--- config.mk ---
export PLATFORM = sky130hd
export DESIGN_NAME = native_bus_dma
export DESIGN_NICKNAME = d
export VERILOG_FILES = /design/src/rtl/native_bus_dma.sv
export SDC_FILE = /design/constraint.sdc
export NUM_CORES = 1
export LEC_CHECK = 0
export BUFFER_PORTS_ARGS = -buffer_cell sky130_fd_sc_hd__buf_2
export CAP_MARGIN = 20
export CORE_UTILIZATION = 30
export CTS_CLUSTER_DIAMETER = 30
export DETAILED_ROUTE_END_ITERATION = 8
export GPL_ROUTABILITY_DRIVEN = 0
export PLACE_DENSITY = 0.5
export SYNTH_ARGS = -nofsm -noshare
export SYNTH_HDL_FRONTEND = slang
export SYNTH_SLANG_ARGS = --single-unit
export TNS_END_PERCENT = 1
--- constraint.sdc ---
create_clock -name clk -period 7.87 [get_ports clk]
set_input_delay 1.1805 -clock clk [delete_from_list [all_inputs] [get_ports clk]]
set_output_delay 1.1805 -clock clk [all_outputs]
set_load 0.03 [all_outputs]
--- src/rtl/native_bus_dma.sv ---
// Word-copy DMA engine: responder register port plus a picorv32-native initiator port.
// Define DMA_FILL_EN to add the FILL register and the write-only fill mode.
module native_bus_dma #(
    parameter logic [31:0] BASE_ADDR = 32'h0300_0000,
    parameter int unsigned LEN_W     = 16
) (
    input  logic        clk,
    input  logic        reset,
    input  logic        s_valid,
    output logic        s_ready,
    input  logic [31:0] s_addr,
    input  logic [31:0] s_wdata,
    input  logic [3:0]  s_wstrb,
    output logic [31:0] s_rdata,
    output logic        m_valid,
    input  logic        m_ready,
    output logic [31:0] m_addr,
    output logic [31:0] m_wdata,
    output logic [3:0]  m_wstrb,
    input  logic [31:0] m_rdata,
    output logic        irq_done
);

    typedef enum logic [2:0] {S_IDLE, S_RD, S_RD_GAP, S_WR, S_WR_GAP} state_t;

    state_t             state_q, state_n;
    logic [31:0]        src_q, dst_q, src_cur_q, src_cur_n, dst_cur_q, dst_cur_n;
    logic [LEN_W-1:0]   len_q, cnt_q, cnt_n;
    logic [31:0]        buf_q, buf_n;
    logic               done_q, done_n, irq_en_q, irq_en_n, irq_done_n;
    logic               m_valid_n;
    logic [31:0]        m_addr_n, m_wdata_n;
    logic [3:0]         m_wstrb_n;
    logic               sel, wr_en, ctrl_wr, busy, start, len_nz;
    logic [2:0]         reg_idx;
    logic               fill_bit, fill_start, fill_mode;
    logic [31:0]        fill_val;
    logic               unused_bits;

    function automatic logic [31:0] apply_strb(input logic [31:0] old, input logic [31:0] wd,
                                               input logic [3:0] st);
        logic [31:0] r;
        r = old;
        for (int i = 0; i < 4; i++) if (st[i]) r[8*i +: 8] = wd[8*i +: 8];
        return r;
    endfunction

    assign sel         = s_valid && (s_addr[31:5] == BASE_ADDR[31:5]);
    assign s_ready     = sel;
    assign reg_idx     = s_addr[4:2];
    assign wr_en       = sel && (s_wstrb != 4'b0000);
    assign ctrl_wr     = wr_en && (reg_idx == 3'd3);
    assign busy        = (state_q != S_IDLE);
    assign start       = ctrl_wr && s_wdata[0] && !busy;
    assign len_nz      = (len_q != '0);
    assign irq_en_n    = ctrl_wr ? s_wdata[1] : irq_en_q;
    assign unused_bits = ^s_addr[1:0];

`ifdef DMA_FILL_EN
    logic        fill_q, fill_mode_q;
    logic [31:0] fill_val_q;

    // Fill configuration; the mode is latched at start so CTRL writes mid-run cannot disturb it
    always_ff @(posedge clk) begin
        if (reset) begin
            fill_q      <= 1'b0;
            fill_mode_q <= 1'b0;
            fill_val_q  <= '0;
        end else begin
            if (ctrl_wr) fill_q <= s_wdata[2];
            if (start && len_nz) fill_mode_q <= s_wdata[2];
            if (wr_en && !busy && reg_idx == 3'd4) fill_val_q <= apply_strb(fill_val_q, s_wdata, s_wstrb);
        end
    end

    assign fill_bit   = fill_q;
    assign fill_start = s_wdata[2];
    assign fill_mode  = fill_mode_q;
    assign fill_val   = fill_val_q;
`else
    assign fill_bit   = 1'b0;
    assign fill_start = 1'b0;
    assign fill_mode  = 1'b0;
    assign fill_val   = '0;
`endif

    // Programmer-visible registers
    always_ff @(posedge clk) begin
        if (reset) begin
            src_q    <= '0;
            dst_q    <= '0;
            len_q    <= '0;
            irq_en_q <= 1'b0;
        end else begin
            if (wr_en && !busy) begin
                case (reg_idx)
                    3'd0:    src_q <= apply_strb(src_q, s_wdata, s_wstrb) & 32'hFFFF_FFFC;
                    3'd1:    dst_q <= apply_strb(dst_q, s_wdata, s_wstrb) & 32'hFFFF_FFFC;
                    3'd2:    len_q <= LEN_W'(apply_strb(32'(len_q), s_wdata, s_wstrb));
                    default: ;
                endcase
            end
            irq_en_q <= irq_en_n;
        end
    end

    always_comb begin
        s_rdata = '0;
        if (sel) begin
            case (reg_idx)
                3'd0:    s_rdata = src_q;
                3'd1:    s_rdata = dst_q;
                3'd2:    s_rdata = 32'(len_q);
                3'd3:    s_rdata = {23'd0, done_q, 5'd0, fill_bit, irq_en_q, busy};
                3'd4:    s_rdata = fill_val;
                default: s_rdata = '0;
            endcase
        end
    end

    always_ff @(posedge clk) begin
        if (reset) state_q <= S_IDLE;
        else       state_q <= state_n;
    end

    always_comb begin
        state_n = state_q;
        case (state_q)
            S_IDLE:   if (start && len_nz) state_n = fill_start ? S_WR : S_RD;
            S_RD:     if (m_ready) state_n = S_RD_GAP;
            S_RD_GAP: state_n = S_WR;
            S_WR:     if (m_ready) state_n = S_WR_GAP;
            S_WR_GAP: state_n = (cnt_q != '0) ? (fill_mode ? S_WR : S_RD) : S_IDLE;
            default:  state_n = S_IDLE;
        endcase
    end

    // Next values of the working registers and of the registered master outputs
    always_comb begin
        src_cur_n = src_cur_q;
        dst_cur_n = dst_cur_q;
        cnt_n     = cnt_q;
        buf_n     = buf_q;
        done_n    = done_q;
        m_valid_n = 1'b0;
        m_wstrb_n = 4'b0000;
        m_addr_n  = m_addr;
        m_wdata_n = m_wdata;
        if (ctrl_wr && s_wdata[8]) done_n = 1'b0;
        case (state_q)
            S_IDLE: begin
                if (start && len_nz) begin
                    src_cur_n = src_q;
                    dst_cur_n = dst_q;
                    cnt_n     = len_q;
                    done_n    = 1'b0;
                end else if (start) begin
                    done_n = 1'b1;
                end
            end
            S_RD:     if (m_ready) buf_n = m_rdata;
            S_WR: begin
                if (m_ready) begin
                    src_cur_n = src_cur_q + 32'd4;
                    dst_cur_n = dst_cur_q + 32'd4;
                    cnt_n     = cnt_q - LEN_W'(1);
                end
            end
            S_WR_GAP: if (cnt_q == '0) done_n = 1'b1;
            default:  ;
        endcase
        if (state_n == S_RD) begin
            m_valid_n = 1'b1;
            m_addr_n  = src_cur_n;
        end else if (state_n == S_WR) begin
            m_valid_n = 1'b1;
            m_wstrb_n = 4'b1111;
            m_addr_n  = dst_cur_n;
            if (state_q != S_WR) m_wdata_n = (state_q == S_RD_GAP) ? buf_q : fill_val;
        end
        irq_done_n = done_n && irq_en_n;
    end

    always_ff @(posedge clk) begin
        if (reset) begin
            src_cur_q <= '0;
            dst_cur_q <= '0;
            cnt_q     <= '0;
            buf_q     <= '0;
            done_q    <= 1'b0;
            m_valid   <= 1'b0;
            m_addr    <= '0;
            m_wdata   <= '0;
            m_wstrb   <= 4'b0000;
            irq_done  <= 1'b0;
        end else begin
            src_cur_q <= src_cur_n;
            dst_cur_q <= dst_cur_n;
            cnt_q     <= cnt_n;
            buf_q     <= buf_n;
            done_q    <= done_n;
            m_valid   <= m_valid_n;
            m_addr    <= m_addr_n;
            m_wdata   <= m_wdata_n;
            m_wstrb   <= m_wstrb_n;
            irq_done  <= irq_done_n;
        end
    end

endmodule

==> results.md <==
* Status: finished, final reports clean
* Initial Utilization at 30.6%
* Final Hold Fails at 0
* CORE AREA at 0.0388 mm^2
* CTS tree: yes
* Yosys Warn Count at 0
* Synth Cell Area at 0.0119 mm^2
* Crit path required time at 6690 ps
* Post-synthesis register bit count at between 200 and 300
* Power per cell area at 278 mW/mm^2
* Ys async rst share at 0%
* Total clock sinks at 260
* Worst-Margin Slew at about 1100 ps
* Final instance area at 0.0159 mm^2
* Most frequently used cell type in the post-synthesis netlist: dfxtp_1
* H-tree levels at 3
* Clock buffer depth at 3
* Die Width at around 200 um
* Maximum vdd drop at 166 uV
* # diodes at 0
* Endpoints failing setup at 0
* Final WL at 40600 um
* CP Capture Type: primary output
* DR DRC count at 0
* Multi-input gate area at just over 0.006 mm^2
* Minimum setup slack among reg-to-reg paths at 4500 ps
* Synth top cells by count: dfxtp_1, nor2_1, nand2_1
* Mapped Cells at 1459
* FILL cells at 3954
* Drt initial violations at 810
* Crit Reg-Reg Startpoint: state_q[1]
* Largest net degree at the start of global routing at a little over 100
* IO Pins at about 210
* Final Util at between 40 and 50%
* Setup TNS at 0 ps
* Syn_area_per_cell at 8.14 um^2
* Routed Antenna Nets at 0
* Sw frac at a little over a fifth
* Pre-CTS WS at 3100 ps
* Via count at around 12000
* Wire per inst at 18.1 um
* Max-slew violation count at 0
* R2r endpoint: m_addr[4]
* Number of flops mapped to enable cells by yosys at 0
* Hold WC Path Type: reg2reg
* Crit path max fanout at 22
* Headroom to the max-slew limit at 29.1%
* GR Util All Layers at 19.8%
* Synth unique cells at 67
* DPL Wire Length at approximately 27000 um
* Yosys top cell by area: dfxtp_1
* WHS at 443 ps
* Maximum clock frequency at 235 MHz
* Port-buffer cells at between 200 and 250
* DP Area at between 0.01 and 0.015 mm^2
* Synth Flop Type: dfxtp_1
* Yosys top cell area share at 43.8%
* RSZ-0062 raised after global routing: false
* Initial antenna violation count at 0
* Crit path to: s_rdata[28]
* Cell count of the worst reg-to-reg path at 10
* CP startpoint: s_addr[2]
* Die Area at between 0.04 and 0.05 mm^2
* Die height at 201 um
* Clock Power Share at between 60 and 70%
* Final Cycle Share at 54.1%
* Drt pass-1 iters at 5
* Leakage power at 0.00680 uW
* Flop pwr share at 29.9%
* Number of global-route vias before repair at 11100
* Row count at between 70 and 80
* CTS buffer count at 79
* Min-delay src: buf_q[12]
* Register area at 0.00520 mm^2
* Worst-path clk slew at approximately 40 ps
* Number of nets in the layout at 1772
* Critical path class: in2out
* Setup WS post-layout at 3620 ps
* Clk_skew at 16.8 ps
* Clk Tree Root Cell: clkbuf_16
* Setup Buffers After CTS at 0
* P_sw at 938 uW
* Syn Nets at 1566
* Via density at approximately 5.2
* Hold bufs inserted after CTS at 0
* Register area share after synthesis at 43.8%
* CP Data Arrival Time at 3070 ps
* Skew-Pair Late Insertion Delay at 570 ps
* First-pass GRT wire length at ~63000 um
* Int Power at approximately 3500 uW
* Critical path launch point type: primary input
* Area grow syn2layout at 34.2%
* Grt total ovfl at 0
* Comb power frac at 1.7%
* Fraction of layout instances using a drive strength above 1 at 21.9%
* Largest cells by area after synthesis: dfxtp_1, mux2i_1, nor2_1, nand2_1, a21oi_1
* Min Clock Period, post-route at 4250 ps
* Maxcap violations at 0
* Post-CTS sizing at 0
==> layer usage <==
metal | share of wire (%) | global-route usage (%) | vias up
met5 | 0 | 0 | -
met4 | 2.6 | 7.80 | 0
met3 | 5.2 | 3.78 | 79
met2 | 45 | 31.1 | 366
met1 | 47 | 26.6 | 5480
li1 | - | - | 5639
==> worst max-delay path, cell delays in order <==
cell and delay [ps]:
buf_2 390, nor2b_1 300, buf_4 250, and2_1 150
buf_4 280, a22oi_1 160, nor2_1 130, buf_2 210
==> cells by family (layout without fill, tap and decap cells) <==
family	count (synthesis)	in the layout	synth area share, %
flip-flops	260	260	43.8
buffers and inverters	119	387	4.06
AND/OR/NAND/NOR	642	642	25.2
adder cells (fa/ha/maj)	3	3	0.316
multiplexers	104	104	8.89
AO/OA/AOI/OAI	331	331	17.7
==> registers in the layout, indices dropped and copies added (netlist names) <==
register,count
dst_q,30
m_wdata,32
buf_q,32
src_q,30
m_wstrb,1
src_cur_q,32
dst_cur_q,32
m_valid,1
irq_en_q,1
m_addr,32
len_q,16
cnt_q,16
done_q,1
state_q,3
irq_done,1
==> placed cells by master, fill, tap and decap left out, drive strengths merged, types with 4 or more instances in the layout <==
cell type / netlist / final
clkinv: 0 / 20
a21oi: 148 / 148
or4: 5 / 5
inv: 21 / 24
nand3: 37 / 37
a22oi: 24 / 24
nand4: 28 / 28
or3: 7 / 7
nor3: 27 / 27
and3: 16 / 16
a21o: 9 / 9
nor2: 237 / 237
o21ai: 39 / 39
o211ai: 9 / 9
bufinv: 0 / 4
a22o: 8 / 8
a221oi: 7 / 7
and2: 10 / 10
o211a: 4 / 4
nor3b: 6 / 6
nand2: 204 / 204
dfxtp: 260 / 260
a211oi: 15 / 15
a31oi: 18 / 18
nand2b: 5 / 5
buf: 21 / 223
o22ai: 7 / 7
nor4b: 4 / 4
a221o: 20 / 20
nor4: 26 / 26
and4: 5 / 5
mux2i: 101 / 101
clkbuf: 77 / 116
nor2b: 13 / 13
==> power by group through the flow <==
| stage | Clock, uW | Sequential, uW | Combinational (uW) |
|---|---|---|---|
| floorplan | 0 | 1350 | 30.4 |
| global placement | 0 | 1350 | 75.0 |
| finish | 3030 | 1320 | 75.0 |
| CTS | 3080 | 1320 | 75.5 |
| global route | 3160 | 1320 | 81.0 |
| detailed placement | 0 | 1350 | 75.1 |
==> area by class of cell <==
| type | count | share of cell area (%) |
|---|---|---|
| Multi-Input combinational cell | 1080 | 39.0 |
| Sequential cell | 260 | 32.7 |
| Clock buffer | 116 | 14.5 |
| Timing Repair Buffer | 223 | 7.41 |
| Tap cell | 518 | 4.07 |
| Clock inverter | 27 | 1.83 |
| Inverter | 21 | 0.495 |
==> through the flow <==
stage | instances | total power [uW]
5_1_grt | 2245 | 4560
6_report | 2245 | 4430
2_1_floorplan | 1459 | 1380
4_1_cts | 2242 | 4480
3_3_place_gp | 2099 | 1420
3_5_place_dp | 2099 | 1420
==> worst min path at each step <==
stage               cells after the start  slack (ps)          end
detailed placement                      1         440    m_addr[6]
global placement                        1         430   m_addr[16]
finish                                  2         440  m_wdata[12]
CTS                                     2         450  m_wdata[12]
global route                            2         460   m_wdata[0]
floorplan                               2         430   m_wdata[0]
Power figures use the tool's default switching activity.
